## src/rtl/csr_access_unit.sv

```systemverilog
// csr_access_unit
//    Responder side of the CSR port. It executes Zicsr requests (CSRRW/S/C
//    and the immediate forms) against the machine-mode CSRs as a
//    read-modify-write. It also sequences external-interrupt trap entry and
//    mret. resp_rdata feeds the rd writeback mux.
//
// Ports
//    clk, rst          clock, asynchronous active-high reset
//    req_valid/ready   request handshake (ready only while idle and not
//                      busy with mret or trap entry)
//    req_op            funct3 (001 RW, 010 RS, 011 RC, 101/110/111 imm forms)
//    req_addr          12-bit CSR address
//    req_wdata         rs1 value or zero-extended uimm
//    req_src_zero      rs1==x0 / uimm==0, suppresses RS/RC style writes
//    resp_valid        one-cycle pulse carrying resp_rdata / resp_illegal
//    irq, cur_pc       level interrupt request and the PC saved on entry
//    trap_take/trap_pc one-cycle trap-entry pulse and the mtvec target
//    mret, mret_pc     mret strobe and the current mepc
//
// Configuration
//    CSR_CYCLE_COUNTER_EN  adds the 64-bit mcycle/mcycleh counter at
//                          0xB00/0xB80; without it those addresses are
//                          unmapped.

module csr_access_unit #(
   parameter int unsigned     XLEN      = 32,
   parameter logic [XLEN-1:0] MCAUSE_EI = 32'h8000000B
) (
   input  logic            clk,
   input  logic            rst,
   input  logic            req_valid,
   output logic            req_ready,
   input  logic [2:0]      req_op,
   input  logic [11:0]     req_addr,
   input  logic [XLEN-1:0] req_wdata,
   input  logic            req_src_zero,
   output logic            resp_valid,
   output logic [XLEN-1:0] resp_rdata,
   output logic            resp_illegal,
   input  logic            irq,
   input  logic [XLEN-1:0] cur_pc,
   output logic            trap_take,
   output logic [XLEN-1:0] trap_pc,
   input  logic            mret,
   output logic [XLEN-1:0] mret_pc
);

   localparam logic [11:0] ADDR_MSTATUS  = 12'h300;
   localparam logic [11:0] ADDR_MIE      = 12'h304;
   localparam logic [11:0] ADDR_MTVEC    = 12'h305;
   localparam logic [11:0] ADDR_MSCRATCH = 12'h340;
   localparam logic [11:0] ADDR_MEPC     = 12'h341;
   localparam logic [11:0] ADDR_MCAUSE   = 12'h342;
   localparam logic [11:0] ADDR_MIP      = 12'h344;
`ifdef CSR_CYCLE_COUNTER_EN
   localparam logic [11:0] ADDR_MCYCLE   = 12'hB00;
   localparam logic [11:0] ADDR_MCYCLEH  = 12'hB80;
`endif

   localparam int MIE_BIT  = 3;
   localparam int MPIE_BIT = 7;
   localparam int MEIE_BIT = 11;

   typedef enum logic [1:0] {
      ST_IDLE,
      ST_EXEC,
      ST_RESP
   } state_t;

   state_t            state_q, state_d;
   logic [2:0]        op_q, op_d;
   logic [11:0]       addr_q, addr_d;
   logic [XLEN-1:0]   wdata_q, wdata_d;
   logic              src_zero_q, src_zero_d;
   logic [XLEN-1:0]   rdata_q, rdata_d;
   logic              illegal_q, illegal_d;
   logic              mstatus_mie_q, mstatus_mie_d;
   logic              mstatus_mpie_q, mstatus_mpie_d;
   logic              mie_meie_q, mie_meie_d;
   logic [XLEN-1:0]   mtvec_q, mtvec_d;
   logic [XLEN-1:0]   mscratch_q, mscratch_d;
   logic [XLEN-1:0]   mepc_q, mepc_d;
   logic [XLEN-1:0]   mcause_q, mcause_d;
`ifdef CSR_CYCLE_COUNTER_EN
   logic [63:0]       mcycle_q, mcycle_d;
`endif

   logic [XLEN-1:0]   old_val;
   logic [XLEN-1:0]   new_val;
   logic              mapped;
   logic              read_only;
   logic              op_legal;
   logic              op_is_rw;
   logic              write_req;
   logic              illegal;
   logic              do_write;
   logic              irq_pending;

   // Read view of the latched address. Unstored bits read as zero, and mip
   // reflects the live irq level rather than any stored state.
   always_comb begin
      old_val   = '0;
      mapped    = 1'b1;
      read_only = 1'b0;
      case (addr_q)
         ADDR_MSTATUS: begin
            old_val[MIE_BIT]  = mstatus_mie_q;
            old_val[MPIE_BIT] = mstatus_mpie_q;
         end
         ADDR_MIE:      old_val[MEIE_BIT] = mie_meie_q;
         ADDR_MTVEC:    old_val = mtvec_q;
         ADDR_MSCRATCH: old_val = mscratch_q;
         ADDR_MEPC:     old_val = mepc_q;
         ADDR_MCAUSE:   old_val = mcause_q;
         ADDR_MIP: begin
            old_val[MEIE_BIT] = irq;
            read_only         = 1'b1;
         end
`ifdef CSR_CYCLE_COUNTER_EN
         ADDR_MCYCLE:   old_val = mcycle_q[31:0];
         ADDR_MCYCLEH:  old_val = mcycle_q[63:32];
`endif
         default:       mapped = 1'b0;
      endcase
   end

   // Operation decode and write qualification. RW forms always write; the
   // set/clear forms skip the write when the source is x0 or uimm 0, which
   // also lets them read mip without being flagged illegal.
   always_comb begin
      op_legal = 1'b1;
      op_is_rw = 1'b0;
      new_val  = old_val;
      case (op_q)
         3'b001, 3'b101: begin
            op_is_rw = 1'b1;
            new_val  = wdata_q;
         end
         3'b010, 3'b110: new_val = old_val | wdata_q;
         3'b011, 3'b111: new_val = old_val & ~wdata_q;
         default:        op_legal = 1'b0;
      endcase
      write_req = op_is_rw || !src_zero_q;
      illegal   = !mapped || !op_legal || (write_req && read_only);
      do_write  = write_req && !illegal;
   end

   assign irq_pending = irq && mstatus_mie_q && mie_meie_q;

   // Sequencer. In idle, mret wins over trap entry, which wins over a new
   // request; both mret and trap entry hold off req_ready for that cycle so
   // a waiting request is accepted afterwards.
   always_comb begin
      state_d        = state_q;
      op_d           = op_q;
      addr_d         = addr_q;
      wdata_d        = wdata_q;
      src_zero_d     = src_zero_q;
      rdata_d        = rdata_q;
      illegal_d      = illegal_q;
      mstatus_mie_d  = mstatus_mie_q;
      mstatus_mpie_d = mstatus_mpie_q;
      mie_meie_d     = mie_meie_q;
      mtvec_d        = mtvec_q;
      mscratch_d     = mscratch_q;
      mepc_d         = mepc_q;
      mcause_d       = mcause_q;
      req_ready      = 1'b0;
      trap_take      = 1'b0;
`ifdef CSR_CYCLE_COUNTER_EN
      mcycle_d       = mcycle_q + 64'd1;
`endif
      case (state_q)
         ST_IDLE: begin
            if (mret) begin
               mstatus_mie_d  = mstatus_mpie_q;
               mstatus_mpie_d = 1'b1;
            end else if (irq_pending) begin
               trap_take      = 1'b1;
               mepc_d         = cur_pc & ~XLEN'(3);
               mcause_d       = MCAUSE_EI;
               mstatus_mpie_d = mstatus_mie_q;
               mstatus_mie_d  = 1'b0;
            end else begin
               req_ready = 1'b1;
               if (req_valid) begin
                  op_d       = req_op;
                  addr_d     = req_addr;
                  wdata_d    = req_wdata;
                  src_zero_d = req_src_zero;
                  state_d    = ST_EXEC;
               end
            end
         end
         ST_EXEC: begin
            rdata_d   = illegal ? '0 : old_val;
            illegal_d = illegal;
            if (do_write) begin
               case (addr_q)
                  ADDR_MSTATUS: begin
                     mstatus_mie_d  = new_val[MIE_BIT];
                     mstatus_mpie_d = new_val[MPIE_BIT];
                  end
                  ADDR_MIE:      mie_meie_d = new_val[MEIE_BIT];
                  ADDR_MTVEC:    mtvec_d    = new_val & ~XLEN'(3);
                  ADDR_MSCRATCH: mscratch_d = new_val;
                  ADDR_MEPC:     mepc_d     = new_val & ~XLEN'(3);
                  ADDR_MCAUSE:   mcause_d   = new_val;
`ifdef CSR_CYCLE_COUNTER_EN
                  ADDR_MCYCLE:   mcycle_d   = {mcycle_q[63:32], new_val};
                  ADDR_MCYCLEH:  mcycle_d   = {new_val, mcycle_q[31:0]};
`endif
                  default: ;
               endcase
            end
            state_d = ST_RESP;
         end
         ST_RESP: state_d = ST_IDLE;
         default: state_d = ST_IDLE;
      endcase
   end

   // State and CSR registers. Reset drops any in-flight request, so a write
   // that has not reached the end of its execute cycle never lands.
   always_ff @(posedge clk or posedge rst) begin
      if (rst) begin
         state_q        <= ST_IDLE;
         op_q           <= '0;
         addr_q         <= '0;
         wdata_q        <= '0;
         src_zero_q     <= 1'b0;
         rdata_q        <= '0;
         illegal_q      <= 1'b0;
         mstatus_mie_q  <= 1'b0;
         mstatus_mpie_q <= 1'b0;
         mie_meie_q     <= 1'b0;
         mtvec_q        <= '0;
         mscratch_q     <= '0;
         mepc_q         <= '0;
         mcause_q       <= '0;
`ifdef CSR_CYCLE_COUNTER_EN
         mcycle_q       <= '0;
`endif
      end else begin
         state_q        <= state_d;
         op_q           <= op_d;
         addr_q         <= addr_d;
         wdata_q        <= wdata_d;
         src_zero_q     <= src_zero_d;
         rdata_q        <= rdata_d;
         illegal_q      <= illegal_d;
         mstatus_mie_q  <= mstatus_mie_d;
         mstatus_mpie_q <= mstatus_mpie_d;
         mie_meie_q     <= mie_meie_d;
         mtvec_q        <= mtvec_d;
         mscratch_q     <= mscratch_d;
         mepc_q         <= mepc_d;
         mcause_q       <= mcause_d;
`ifdef CSR_CYCLE_COUNTER_EN
         mcycle_q       <= mcycle_d;
`endif
      end
   end

   assign resp_valid   = (state_q == ST_RESP);
   assign resp_rdata   = rdata_q;
   assign resp_illegal = resp_valid && illegal_q;
   assign trap_pc      = mtvec_q;
   assign mret_pc      = mepc_q;

endmodule

```

## config.mk

```make
export PLATFORM = sky130hd
export DESIGN_NAME = csr_access_unit
export DESIGN_NICKNAME = d
export VERILOG_FILES = /design/src/rtl/csr_access_unit.sv
export SDC_FILE = /design/constraint.sdc
export NUM_CORES = 1
export LEC_CHECK = 0
export ABC_AREA = 0
export BUFFER_PORTS_ARGS = -buffer_cell sky130_fd_sc_hd__buf_2
export CAP_MARGIN = 10
export CELL_PAD_IN_SITES_DETAIL_PLACEMENT = 0
export CELL_PAD_IN_SITES_GLOBAL_PLACEMENT = 1
export CORE_MARGIN = 3
export CORE_UTILIZATION = 44
export CTS_CLUSTER_SIZE = 12
export DETAILED_ROUTE_END_ITERATION = 12
export PLACE_DENSITY_LB_ADDON = 0.1
export REMOVE_ABC_BUFFERS = 1
export SYNTH_ARGS = -nofsm -noshare
export SYNTH_HDL_FRONTEND = slang
export SYNTH_SLANG_ARGS = --single-unit
```

## constraint.sdc

```tcl
create_clock -name clk -period 7.3 [get_ports clk]
set_input_delay 0.365 -clock clk [delete_from_list [all_inputs] [get_ports clk]]
set_output_delay 0.365 -clock clk [all_outputs]
set_load 0.02 [all_outputs]
```

# Yosys cells after proc, flatten, opt, wreduce, memory -nomap -nowiden
# Index checks and enable logic that the tools add are counted.
[word_totals]
ff_bits = 212
latchBits = 0
mem_bits_rw = 0
mem_bits_ro = 0
out_inout_bits = 100
elab_cells = 113
n_memories = 0
[classes]
addsub = 0
mul = 0
div = 0
n_lt_le_gt_ge = 0
eq_ne = 24
shifts = 0
mux = 43
bitwise_logic = 5
reduce_logical = 27
[ops]
columns = ["op", "n"]
rows = [
  ["$mux W32", 9],
  ["$pmux W32 S2", 2],
  ["$pmux W32 S3", 1],
  ["$eq A12 B10 Y1 const B", 7],
  ["$pmux W20 S4", 1],
  ["$pmux W3 S4", 3],
  ["$and A32 B32 Y32", 1],
  ["$not A32 Y32", 1],
  ["$or A32 B32 Y32", 1],
  ["$mux W1", 18],
  ["$ne A2 B2 Y1 const B", 6],
  ["$reduce_and A3 Y1", 4],
  ["$pmux W1 S5", 2],
  ["$reduce_and A5 Y1", 2],
  ["$eq A3 B3 Y1 const B", 3],
  ["$reduce_and A4 Y1", 2],
  ["$reduce_or A7 Y1", 1],
  ["$eq A3 B2 Y1 const B", 2],
  ["$mux W2", 3],
  ["$pmux W1 S6", 1],
  ["$reduce_or A2 Y1", 3],
  ["$reduce_or A6 Y1", 1],
  ["$logic_and A1 B1 Y1", 5],
  ["$logic_not A1 Y1", 4],
  ["other kinds (11)", 16],
]

# Depth between registers and ports, before layout
# Gate-level depths: netlist (run 1).
[depth]
ltp_word = 10
depth_mapped = 9
mapped_depth_nobuf = 6

# Least setup slack after synthesis (run 1)
# No wires, ideal clock.
[synth_timing]
path_kind = "flip-flop to flip-flop"
from = "register state_q[0]"
to = "register addr_q[0]"
setup_time_ns = 0.125
arrival_ns = 2.261
t_required_ns = 7.175
path_slack_ns = 4.915
path_stages_with_launch = 6
n_path_buf = 2
synth_period_minus_slack_ns = 2.385
path_cell_list = "dfrtp_1 -> nor4b_1 -> nand2_1 -> clkbuf_1 -> buf_1 -> mux2_2"
[synth_via]
elab_chain_cells = 2
[synth_rtl]
columns = ["element", "line_no", "source"]
rows = [
  ["start, declared", "70", "state_t state_q, state_d;"],
  ["start signal, assigned", "245", "state_q <= state_d;"],
  ["$logic_not A2 Y1", "173", "case (state_q)"],
  ["$reduce_and A4 Y1 (no source line)", "n/a", ""],
  ["end signal, assigned", "247", "addr_q <= addr_d;"],
  ["end, declared", "72", "logic [11:0] addr_q, addr_d;"],
]
# Every way passes these cells.
# A chain may end at the register's enable or synchronous reset.

# Worst setup path in the final report (run 1)
[layout_timing]
from = "register addr_q[0]"
to = "register mepc_q[21], in the netlist mret_pc[21]"
[layout_via]
elab_chain_cells = 10
[layout_rtl]
columns = ["element", "line_no", "source"]
rows = [
  ["$eq A12 B10 Y1, on equally long branches", "105, 199", ""],
  ["$reduce_or A7 Y1 (no source line)", "n/a", ""],
  ["$mux W1", "105", "case (addr_q)"],
  ["$logic_not A1 Y1", "144", "illegal = !mapped || !op_legal || (write_req && read_only);"],
  ["$logic_or A1 B1 Y1 (2 in series)", "144", ""],
  ["$logic_not A1 Y1", "145", "do_write = write_req && !illegal;"],
  ["$logic_and A1 B1 Y1", "145", ""],
  ["$ne A2 B2 Y1 (no source line)", "n/a", ""],
  ["$reduce_and A5 Y1 (no source line)", "n/a", ""],
  ["end signal, assigned", "257", "mepc_q <= mepc_d;"],
  ["end, declared", "82", "logic [XLEN-1:0] mepc_q, mepc_d;"],
]
# Parallel ways exist; a longest one is shown, timed or not. The select of a mux whose other input is x is not followed.

==> summary.md, run 1 <==
| Metric | Value |
|---|---|
| Status | finished, final reports clean |
| I/O pin total | 185 |
| Number of slew-limit violations in the final report | 0 |
| Port buffer count | 177 |
| Yosys warning count | 0 |
| Horizontal extent of the die | 161 um |
| Pwr Density | 326 nW/um^2 |
| Minimum clock period after layout | 3.65 ns |
| Signed area change from the synthesized netlist to the final layout | 17.9% |
| Unrepaired setup endpoints after global routing | false |
| Count of flip-flops with a built-in enable after synthesis | 0 |
| Kind of start point of the critical path | flip-flop |
| Count of fill cells added during filler insertion | 2272 |
| First-pass GRT wire length | about 50000 um |
| Total count of hold-check failures in the final report | 0 |
| Part of the Yosys area used for sequential elements | 49.2% |
| Die height | approximately 160 um |
| Clock Skew | about 0.016 ns |
| Number of buffers added to fix hold violations after cts | 0 |
| Global router's overall resource usage | 24.9% |
| Die Footprint | ~26000 sq um |
| Standard cell core area | 23600 sq um |
| Post-CTS Repair Setup Buffers | 0 |
| Clk Latency, worst-skew pair | 0.52 ns |
| Routed wire length per instance | 21.8 um |
| Global placement routability congestion | 0.761 |
| Transition time of the tightest slew-check pin | 1.19 ns |
| Lkg Pwr | 5.60 nW |
| Resize count post-CTS | 0 |
| Critical Path Fanout Max | 35 |
| Buffer cell driving the clock tree root | sky130_fd_sc_hd__clkbuf_16 |
| Worst Path Arrival | 4.05 ns |
| Timing-limited maximum frequency | roughly 270 MHz |
| Post-layout total power | slightly above 4 mW |
| Via count of the first global-routing pass | 8476 |
| Post-DR vias/cell | 5.71 |
| Number of instances in the placed design | 1451 |
| Final setup viols | 0 |
| Max-cap violations | 0 |
| Sort of element at the end of the critical path | flip-flop |
| Gr ovfl total | 0 |
| Final WL | 32500 um |
| Post-synth top flop | sky130_fd_sc_hd__dfrtp_1 |
| Per-instance average area after synthesis | 10.5 sq um |
| Netlist area before placement | 10600 sq um |
| Dpl hpwl | 20600 um |
| Routed vias | 8525 |
| Final std cells w/o fill | 1494 |
| Clock Sink Count | ~210 |
| Number of cell instances on the worst register-to-register path | 5 |
| Maximum clock path buffer count | 3 |
| Share of post-route cells with drive strength above 1 | 27.9% |
| Share of synthesized registers carrying an async set or reset | between 90% and 100% |
| Iteration-0 DRC count of the detailed router | 454 |
| Pin count of the biggest net entering global routing | 134 |
| Multi-input gate area in the final layout | 4900 sq um |
| Aggregate negative setup slack | 0 ns |
| Flip-flop and latch area | approximately 5200 sq um |
| TritonCTS clock tree | done |
| Number of buffers created by CTS | 24 |
| Max IR drop VDD | around 0.00016 V |
| Worst hold-check path type | in -> async |
| Post-route ant nets | 0 |
| Clock-pin slew of the registers on the worst-case setup and hold paths | approximately 0.06 ns |
| Number of register bits inferred by synthesis | about 210 |
| Headroom to the max-slew limit | 20.2% |
| Initial Util | ~45% |
| Required time reported for the critical path endpoint | 7.71 ns |
| Final Cycle Share | between 40% and 50% |
| Num rows | 56 |
| Number of antenna violations at the first check in global routing | 0 |
| Distinct cells, synth | 82 |
| Remaining routing DRC violations | 0 |
| Path type of the worst setup path | reg -> reg |
| Final net count | between 1000 and 1500 |
| Detailed-routing iteration count for the pre-antenna-repair pass | 5 |
| Max H-tree Level | 1 |
| Post-synthesis cell count | between 1000 and 1500 |
| N_diodes | 0 |
## metal layers
metal / GRT usage, % / part of all wire, % / vias up
met1: 35.7 / 46 / 4227
met4: 6.22 / 2.2 / 0
met2: 40.2 / 46 / 258
li1: - / - / 3991
met3: 3.54 / 5.3 / 49
met5: 0 / 0 / -
## sequential cells by signal (all words and copies together), names as in the netlist
| register | count |
|---|---|
| wdata_q | 32 |
| op_q | 2 |
| mstatus_mie_q | 1 |
| mie_meie_q | 1 |
| mstatus_mpie_q | 1 |
| addr_q | 12 |
| mret_pc | 30 |
| resp_rdata | 32 |
| mcause_q | 32 |
| src_zero_q | 1 |
| trap_pc | 30 |
| mscratch_q | 32 |
| illegal_q | 1 |
| state_q | 2 |
## cell type report
cell class,instances,area share [%]
multi-input cells,682,39.1
inverters,45,1.41
clock inverters,4,0.359
repair buffers,196,8.21
flip-flops and latches,209,41.8
clock buffers,39,5.97
well taps,319,3.19
## critical path, cell delays in order (launching register included)
cell and delay, ns:
sky130_fd_sc_hd__dfrtp_2 1.00, sky130_fd_sc_hd__nor4b_2 0.53, sky130_fd_sc_hd__and4_1 0.87, sky130_fd_sc_hd__o22ai_2 0.47, sky130_fd_sc_hd__buf_4 0.34, sky130_fd_sc_hd__a221oi_1 0.29
## report_power, final
group          leakage, nW  internal, mW  switching (mW)
registers             2.68          1.36           0.278
clock network        0.393         0.731           0.472
logic                 2.52         0.529           0.722
total                 5.60          2.62            1.47
## cell usage after synthesis (3+ instances only)
| cell | instances | area share (%) |
|---|---|---|
| sky130_fd_sc_hd__o2bb2ai_1 | 26 | 2.1 |
| sky130_fd_sc_hd__o211ai_1 | 8 | 0.57 |
| sky130_fd_sc_hd__and2_1 | 5 | 0.29 |
| sky130_fd_sc_hd__clkbuf_1 | 43 | 1.5 |
| sky130_fd_sc_hd__nand4b_1 | 11 | 0.91 |
| sky130_fd_sc_hd__or3_1 | 3 | 0.18 |
| sky130_fd_sc_hd__nand3b_1 | 3 | 0.21 |
| sky130_fd_sc_hd__a2bb2oi_1 | 4 | 0.33 |
| sky130_fd_sc_hd__a22o_1 | 32 | 2.6 |
| sky130_fd_sc_hd__mux2i_1 | 30 | 2.8 |
| sky130_fd_sc_hd__nand4_1 | 4 | 0.24 |
| sky130_fd_sc_hd__mux2_2 | 64 | 6.8 |
| sky130_fd_sc_hd__o221ai_1 | 6 | 0.49 |
| sky130_fd_sc_hd__buf_4 | 12 | 0.85 |
| sky130_fd_sc_hd__dfrtp_1 | 209 | 49 |
| sky130_fd_sc_hd__xnor2_1 | 31 | 2.6 |
| sky130_fd_sc_hd__nand3_1 | 8 | 0.38 |
| sky130_fd_sc_hd__buf_2 | 22 | 1.0 |
| sky130_fd_sc_hd__nand2b_1 | 6 | 0.35 |
| sky130_fd_sc_hd__inv_1 | 44 | 1.6 |
| sky130_fd_sc_hd__buf_6 | 3 | 0.32 |
| sky130_fd_sc_hd__a221oi_1 | 13 | 1.1 |
| sky130_fd_sc_hd__a21oi_1 | 9 | 0.42 |
| sky130_fd_sc_hd__a221o_1 | 9 | 0.85 |
| sky130_fd_sc_hd__o31ai_1 | 11 | 0.78 |
| sky130_fd_sc_hd__nor2b_1 | 12 | 0.71 |
| sky130_fd_sc_hd__a32oi_1 | 12 | 0.99 |
| sky130_fd_sc_hd__nor2_1 | 23 | 0.81 |
| sky130_fd_sc_hd__and3_1 | 6 | 0.35 |
| sky130_fd_sc_hd__a22oi_1 | 10 | 0.71 |
| sky130_fd_sc_hd__a32o_1 | 7 | 0.66 |
| sky130_fd_sc_hd__nor3_1 | 17 | 0.80 |
| sky130_fd_sc_hd__nand2_1 | 134 | 4.7 |
| sky130_fd_sc_hd__o21ai_1 | 13 | 0.61 |
| sky130_fd_sc_hd__a21boi_0 | 11 | 0.78 |
| sky130_fd_sc_hd__o2111ai_1 | 3 | 0.25 |
| sky130_fd_sc_hd__o21ai_0 | 93 | 4.4 |
## final timing paths
| check | start | endpoint | slack, ns |
|---|---|---|---|
| setup / recovery | addr_q[0] | mret_pc[21] | 3.65 |
| hold / removal | rst | wdata_q[3] | 0.02 |
| setup reg to reg | addr_q[0] | mret_pc[21] | 3.65 |
| hold reg to reg | resp_rdata[1] | resp_rdata[1] | 0.47 |
| max in group asynchronous | rst | op_q[0] | 5.66 |
| min in group clk | req_wdata[6] | wdata_q[6] | 0.07 |
## per-stage QoR
step           hold slack, ns  area (sq um)  setup WS, ns  utilization, %
2_1_floorplan           0.446         10200          1.23               -
3_3_place_gp            0.458         11700          3.74            49.7
3_5_place_dp            0.465         11700          3.69            49.7
4_1_cts                0.0608         12500          3.68            53.1
5_1_grt                0.0656         12500          3.44            53.1
6_report               0.0218         12500          3.65            53.1
## cell families after synthesis
logic type | after synthesis | share of synthesized area (%)
compound gates | 295 | 20.6
simple gates | 257 | 12.5
flops | 209 | 49.2
buf+inv | 128 | 5.43
mux | 94 | 9.61
xor+xnor | 32 | 2.64
other cells | 1 | 0.0353
## cell usage in the layout, fill, tap and decap left out, types with 19 or more instances in the layout
master / instances
sky130_fd_sc_hd__a22o_1: 32
sky130_fd_sc_hd__buf_4: 19
sky130_fd_sc_hd__xnor2_1: 31
sky130_fd_sc_hd__dfrtp_1: 206
sky130_fd_sc_hd__nor2_1: 23
sky130_fd_sc_hd__inv_1: 43
sky130_fd_sc_hd__mux2_2: 64
sky130_fd_sc_hd__o21ai_0: 93
sky130_fd_sc_hd__o2bb2ai_1: 26
sky130_fd_sc_hd__mux2i_1: 30
sky130_fd_sc_hd__clkbuf_16: 25
sky130_fd_sc_hd__nand2_1: 133
sky130_fd_sc_hd__buf_2: 177
No activity file was read; power rests on OpenSTA's default activity.
==> inputs of run 2 (changes only) <==
CORE_UTILIZATION = 40   (was 44)
clock period = 3.2 ns   (was 7.3 ns; I/O delays follow)
==> run 2 against run 1 <==
Compared with the run above: critical path depth unchanged; setup slack worse by 3.1 ns; largest power group unchanged; clock-buffer cell count down 1; critical endpoint is now mret_pc[19]; sequential cell count unchanged.
==> summary.md, run 2 (synthesis results as in run 1) <==
| Metric | Value |
|---|---|
| Remaining routing DRC violations | 0 |
| Worst Path Arrival | 3.12 ns |
| Routed wire length per instance | 21.6 um |
| Final setup viols | 0 |
| Flip-flop and latch area | 5230 sq um |
| Max H-tree Level | 1 |
| Global router's overall resource usage | 24.1% |
| Final net count | between 1000 and 1500 |
| Leading cell type in the layout, fill and taps excluded | sky130_fd_sc_hd__dfrtp_1 |
| Global placement routability congestion | 0.802 |
| I/O pin total | about 190 |
| Num rows | 59 |
| Worst hold-check path type | in -> reg |
| Gr ovfl total | 0 |
| Final WL | 34700 um |
| Metal-1 WL | around 16000 um |
| Routed vias | 8837 |
| Pin count of the biggest net entering global routing | slightly below 100 |
| Clk Latency, worst-skew pair | 0.52 ns |
| Number of slew-limit violations in the final report | 0 |
| Max-cap violations | 0 |
| Maximum clock path buffer count | 3 |
| Path type of the worst setup path | reg -> reg |
| Die height | 169 um |
| Number of antenna violations at the first check in global routing | 0 |
| Headroom to the max-slew limit | between 40 and 50% |
| Clock Skew | between 0.01 and 0.015 ns |
| Max IR drop VDD | ~0.00049 V |
| Top metal layer carrying routed signals | met4 |
| Share of post-route cells with drive strength above 1 | about 28% |
| Unrepaired setup endpoints after global routing | false |
| Design area | 13500 sq um |
| Kind of start point of the critical path | flip-flop |
| Standard cell core area | approximately 26000 sq um |
| Worst-case register-to-register setup slack | just over 0.5 ns |
| Die Footprint | 28600 sq um |
| Port buffer count | between 150 and 200 |
| Dpl hpwl | about 23000 um |
| Status | finished, final reports clean |
| Post-route ant nets | 0 |
| Clock-pin slew of the registers on the worst-case setup and hold paths | 0.06 ns |
| Transition time of the tightest slew-check pin | 0.860 ns |
| Multi-input gate area in the final layout | 4900 sq um |
| Hold Worst Slack | about 0.022 ns |
| Lkg Pwr | 6.04 nW |
| Met2 Wirelength | roughly 16000 um |
| Sort of element at the end of the critical path | flip-flop |
| Timing-limited maximum frequency | ~370 MHz |
| Pwr Density | 704 nW/um^2 |
| N_diodes | 0 |
| Metal3 WL | approximately 1600 um |
| Resize count post-CTS | 0 |
| Number of buffers created by CTS | 24 |
| Total count of hold-check failures in the final report | 0 |
| Leading cell types in the layout, fill and taps excluded | sky130_fd_sc_hd__dfrtp_1 (206), sky130_fd_sc_hd__buf_2 (177), sky130_fd_sc_hd__nand2_1 (133) |
| Buffer cell driving the clock tree root | sky130_fd_sc_hd__clkbuf_16 |
| Clock Sink Count | around 210 |
| Minimum clock period after layout | about 2.7 ns |
| Iteration-0 DRC count of the detailed router | 508 |
| Final core utilization | 51.7% |
| Critical Path Fanout Max | 8 |
| Horizontal extent of the die | 169 um |
| Detailed-routing iteration count for the pre-antenna-repair pass | 7 |
| Post-layout total power | between 9 and 10 mW |
| Total placed instance area | 12000 sq um |
| Count of fill cells added during filler insertion | 2410 |
| Initial Util | 40.8% |
| Via count of the first global-routing pass | 8973 |
| Post-DR vias/cell | 5.49 |
| TritonCTS clock tree | done |
| Final Cycle Share | around 84% |
| First-pass GRT wire length | between 50000 and 60000 um |
| Signed area change from the synthesized netlist to the final layout | 26.7% |
| Required time reported for the critical path endpoint | 3.62 ns |
==> run 2: changes by cell type in the layout (fill, tap and decap cells not counted), sizes merged <==
cell,change
dlygate4sd3,+68
buf,+32
clkbuf,-1
clkinv,+1
==> run 2: what timing repair did <==
item,CTS,global route
buffers inserted,0,0
hold buffers,68,0
endpoints found under the hold margin,159,0
==> run 2: final timing paths <==
kind,from,endpoint,cells after the start
min in group asynchronous,rst,wdata_q[0],3
max reg2reg,addr_q[11],mret_pc[19],5
min reg2reg,resp_rdata[1],resp_rdata[1],2
max in group asynchronous,rst,wdata_q[2],4
min,cur_pc[14],mret_pc[14],3
max,addr_q[11],mret_pc[19],5
==> run 2: metrics by stage <==
| step | cells | TNS, ns | setup slack (ns) |
|---|---|---|---|
| after global routing | 1610 | 0 | 0.352 |
| final | 1610 | 0 | 0.504 |
| after CTS | 1610 | 0 | 0.529 |
| after detailed placement | 1499 | 0 | 0.547 |
| after floorplan | 936 | -660.16 | -2.67 |
| after global placement | 1499 | 0 | 0.582 |
==> run 2: layout make-up <==
cell class | instances | share of cell area [%]
well taps | 335 | 3.11
repair buffers | 296 | 14.7
clock inverters | 5 | 0.372
clock buffers | 38 | 5.30
multi-input cells | 682 | 36.4
flip-flops and latches | 209 | 38.9
inverters | 45 | 1.31
==> run 2: worst max-delay path, cell delays in order, from the launching register on <==
cell                       delay (ns)
sky130_fd_sc_hd__dfrtp_1         0.43
sky130_fd_sc_hd__nor4bb_4        0.57
sky130_fd_sc_hd__nand4_1         0.52
sky130_fd_sc_hd__or3_1           0.50
sky130_fd_sc_hd__a32o_1          0.32
sky130_fd_sc_hd__a221oi_1        0.27
==> run 2: routing by layer <==
metal	vias to the layer above	global-route usage, %
met4	0	4.13
met5	-	0
met2	239	39.6
met3	35	3.27
li1	4186	-
met1	4377	34.9
==> run 2: report_power, final <==
| part | leakage [nW] | total [mW] | switching (mW) | internal (mW) |
|---|---|---|---|---|
| logic | 2.98 | 3.13 | 1.80 | 1.34 |
| clock network | 0.377 | 2.71 | 1.11 | 1.60 |
| registers | 2.68 | 3.64 | 0.531 | 3.10 |
| total | 6.04 | 9.48 | 3.44 | 6.04 |
==> inputs of run 3 (changes only) <==
clock period = 2.2 ns   (was 3.2 ns; I/O delays follow)
==> run 3 against run 2 <==
Compared with the run above: sequential cell count unchanged; final area grew 10%; clock power increased by 39%; cell count grew 6.5%; combinational power up 75%; the flow now finishes with violations (negative setup slack); hold slack improved by 0.037 ns.
==> summary.md, run 3 (synthesis results as in run 1) <==
| Metric | Value |
|---|---|
| Routed vias | 9343 |
| Design internal power | 9.16 mW |
| Global placement routability congestion | 0.861 |
| Via count of the first global-routing pass | about 9400 |
| Headroom to the max-slew limit | 59.3% |
| I/O pin total | 185 |
| Total count of hold-check failures in the final report | 0 |
| Sequential group share of total power | around 36% |
| Number of slew-limit violations in the final report | 0 |
| Num rows | between 50 and 60 |
| Worst Path Arrival | 2.68 ns |
| Max H-tree Level | 1 |
| Destination of the worst register-to-register timing path | mscratch_q[17] |
| Switching part of the total power | 36.7% |
| Post-route ant nets | 0 |
| Lkg Pwr | 6.68 nW |
| Pwr Density | 976 nW/um^2 |
| Routed wire length per instance | 20.9 um |
| Final setup viols | 8 |
| Gr ovfl total | 0 |
| Remaining routing DRC violations | 0 |
| Path type of the worst setup path | reg -> reg |
| Global router's overall resource usage | 24.6% |
| Final WL | approximately 36000 um |
| Standard cell core area | around 26000 sq um |
| Post-layout total power | 14.5 mW |
| Die Footprint | approximately 29000 sq um |
| Final net count | 1447 |
| TritonCTS clock tree | done |
| Timing-limited maximum frequency | 442 MHz |
| First-pass GRT wire length | 55200 um |
| Detailed-routing iteration count for the pre-antenna-repair pass | 5 |
| Horizontal extent of the die | about 170 um |
| Number of buffers created by CTS | 24 |
| Required time reported for the critical path endpoint | 2.62 ns |
| Final Cycle Share | 103% |
| Worst Hold End | state_q[0] |
| Worst-case register-to-register setup slack | -0.06 ns |
| Kind of start point of the critical path | flip-flop |
| Unrepaired setup endpoints after global routing | true |
| Total placed instance area | between 10000 and 15000 sq um |
| Max IR drop VDD | 0.000641 V |
| Min-Delay Path Depth | 4 |
| Transition time of the tightest slew-check pin | 0.611 ns |
| Critical Path Fanout Max | 9 |
| Violations in the final reports | negative setup slack |
| Initial Util | ~41% |
| Reg-to-Reg Start | addr_q[10] |
| Count of fill cells added during filler insertion | 2355 |
| Design area | 14800 sq um |
| Leading cell types in the layout, fill and taps excluded | sky130_fd_sc_hd__dfrtp_1 (204), sky130_fd_sc_hd__buf_2 (177), sky130_fd_sc_hd__nand2_1 (131) |
| Signed area change from the synthesized netlist to the final layout | 39.4% |
| Leading cell type in the layout, fill and taps excluded | sky130_fd_sc_hd__dfrtp_1 |
| Reported net switching power | 5.31 mW |
| Final core utilization | between 50% and 60% |
| Sort of element at the end of the critical path | flip-flop |
| Maximum clock path buffer count | 3 |
| Portion of total power attributed to combinational logic | a little under two fifths |
| Start point of the worst min-delay path | req_valid |
| Clock network fraction of design power | between 20% and 30% |
| Number of cell instances on the worst register-to-register path | 8 |
| Status | complete, but fails checks |
| Port buffer count | 177 |
| Buffer cell driving the clock tree root | sky130_fd_sc_hd__clkbuf_16 |
| Pin count of the biggest net entering global routing | 81 |
| Die height | 169 um |
| Smallest setup slack after layout | -0.0631 ns |
| Clock Skew | about 0.021 ns |
| Clock-pin slew of the registers on the worst-case setup and hold paths | 0.06 ns |
| Clk Latency, worst-skew pair | 0.53 ns |
| Dpl hpwl | between 20000 and 25000 um |
| Max-cap violations | 0 |
| Minimum clock period after layout | around 2.3 ns |
| Share of post-route cells with drive strength above 1 | about 36% |
| Iteration-0 DRC count of the detailed router | 666 |
| Post-DR vias/cell | between 5 and 6 |
| Worst hold-check path type | in -> reg |
| Number of antenna violations at the first check in global routing | 0 |
| Clock Sink Count | 209 |
| N_diodes | 0 |
## run 3: layout make-up
class                           count  area, sq um  share of cell area (%)
Clock inverter                     11         66.3                   0.448
Timing Repair Buffer              400         3090                    20.9
Tap cell                          335          419                    2.83
Multi-Input combinational cell    682         5150                    34.8
Inverter                           45          176                    1.19
Clock buffer                       33          674                    4.55
Sequential cell                   209         5240                    35.4
## run 3: worst max-delay path by stage
| stage | start | end | cells after the start |
|---|---|---|---|
| 4_1_cts | addr_q[11] | mret_pc[21] | 8 |
| 3_5_place_dp | addr_q[3] | mcause_q[14] | 6 |
| 2_1_floorplan | rst | addr_q[0] | 1 |
| 6_report | addr_q[10] | mscratch_q[17] | 8 |
| 5_1_grt | addr_q[10] | mscratch_q[17] | 8 |
| 3_3_place_gp | addr_q[2] | mstatus_mie_q | 6 |
## run 3: repair_timing
item                                   4_1_cts  5_1_grt
gates resized for setup                     21       59
pin swaps                                    1       25
hold buffers                                78        0
setup buffers                                0        8
setup endpoints to repair                   64      152
gates cloned                                 0        3
endpoints found under the hold margin      151        0
## run 3: through the flow
stage | setup slack, ns | TNS, ns | hold WS (ns) | cells
global route | -0.207 | -5.21 | 0.0793 | 1715
finish | -0.0631 | -0.149 | 0.0591 | 1715
floorplan | -3.62 | -1059.19 | 0.261 | 936
CTS | -0.0521 | -0.447 | 0.0460 | 1704
global placement | -0.111 | -0.545 | 0.250 | 1582
detailed placement | -0.126 | -2.53 | 0.245 | 1582
## run 3: routing by layer
metal | global-route usage (%) | share of wire [%] | vias up
met4 | 5.54 | 2.2 | 0
met5 | 0 | 0 | -
met3 | 3.04 | 4.4 | 53
met2 | 40.7 | 48 | 269
met1 | 34.9 | 45 | 4625
li1 | - | - | 4396
## run 3: power by group through the flow
| stage | sequential (mW) | clock, mW | combinational, mW |
|---|---|---|---|
| after floorplan | 5.63 | 0 | 2.47 |
| after global placement | 5.25 | 0 | 4.96 |
| after detailed placement | 5.25 | 0 | 5.02 |
| after CTS | 5.20 | 3.86 | 5.24 |
| after global routing | 5.30 | 3.99 | 5.93 |
| final | 5.20 | 3.77 | 5.49 |
## run 3: worst max-delay path: stages (launching register included)
cell and delay, ns:
sky130_fd_sc_hd__dfrtp_1 0.41, sky130_fd_sc_hd__nor4bb_4 0.41, sky130_fd_sc_hd__buf_6 0.17, sky130_fd_sc_hd__and4_4 0.27, sky130_fd_sc_hd__buf_12 0.16, sky130_fd_sc_hd__a22oi_1 0.09, sky130_fd_sc_hd__buf_4 0.15, sky130_fd_sc_hd__a22o_1 0.25
sky130_fd_sc_hd__o21ai_0 0.22
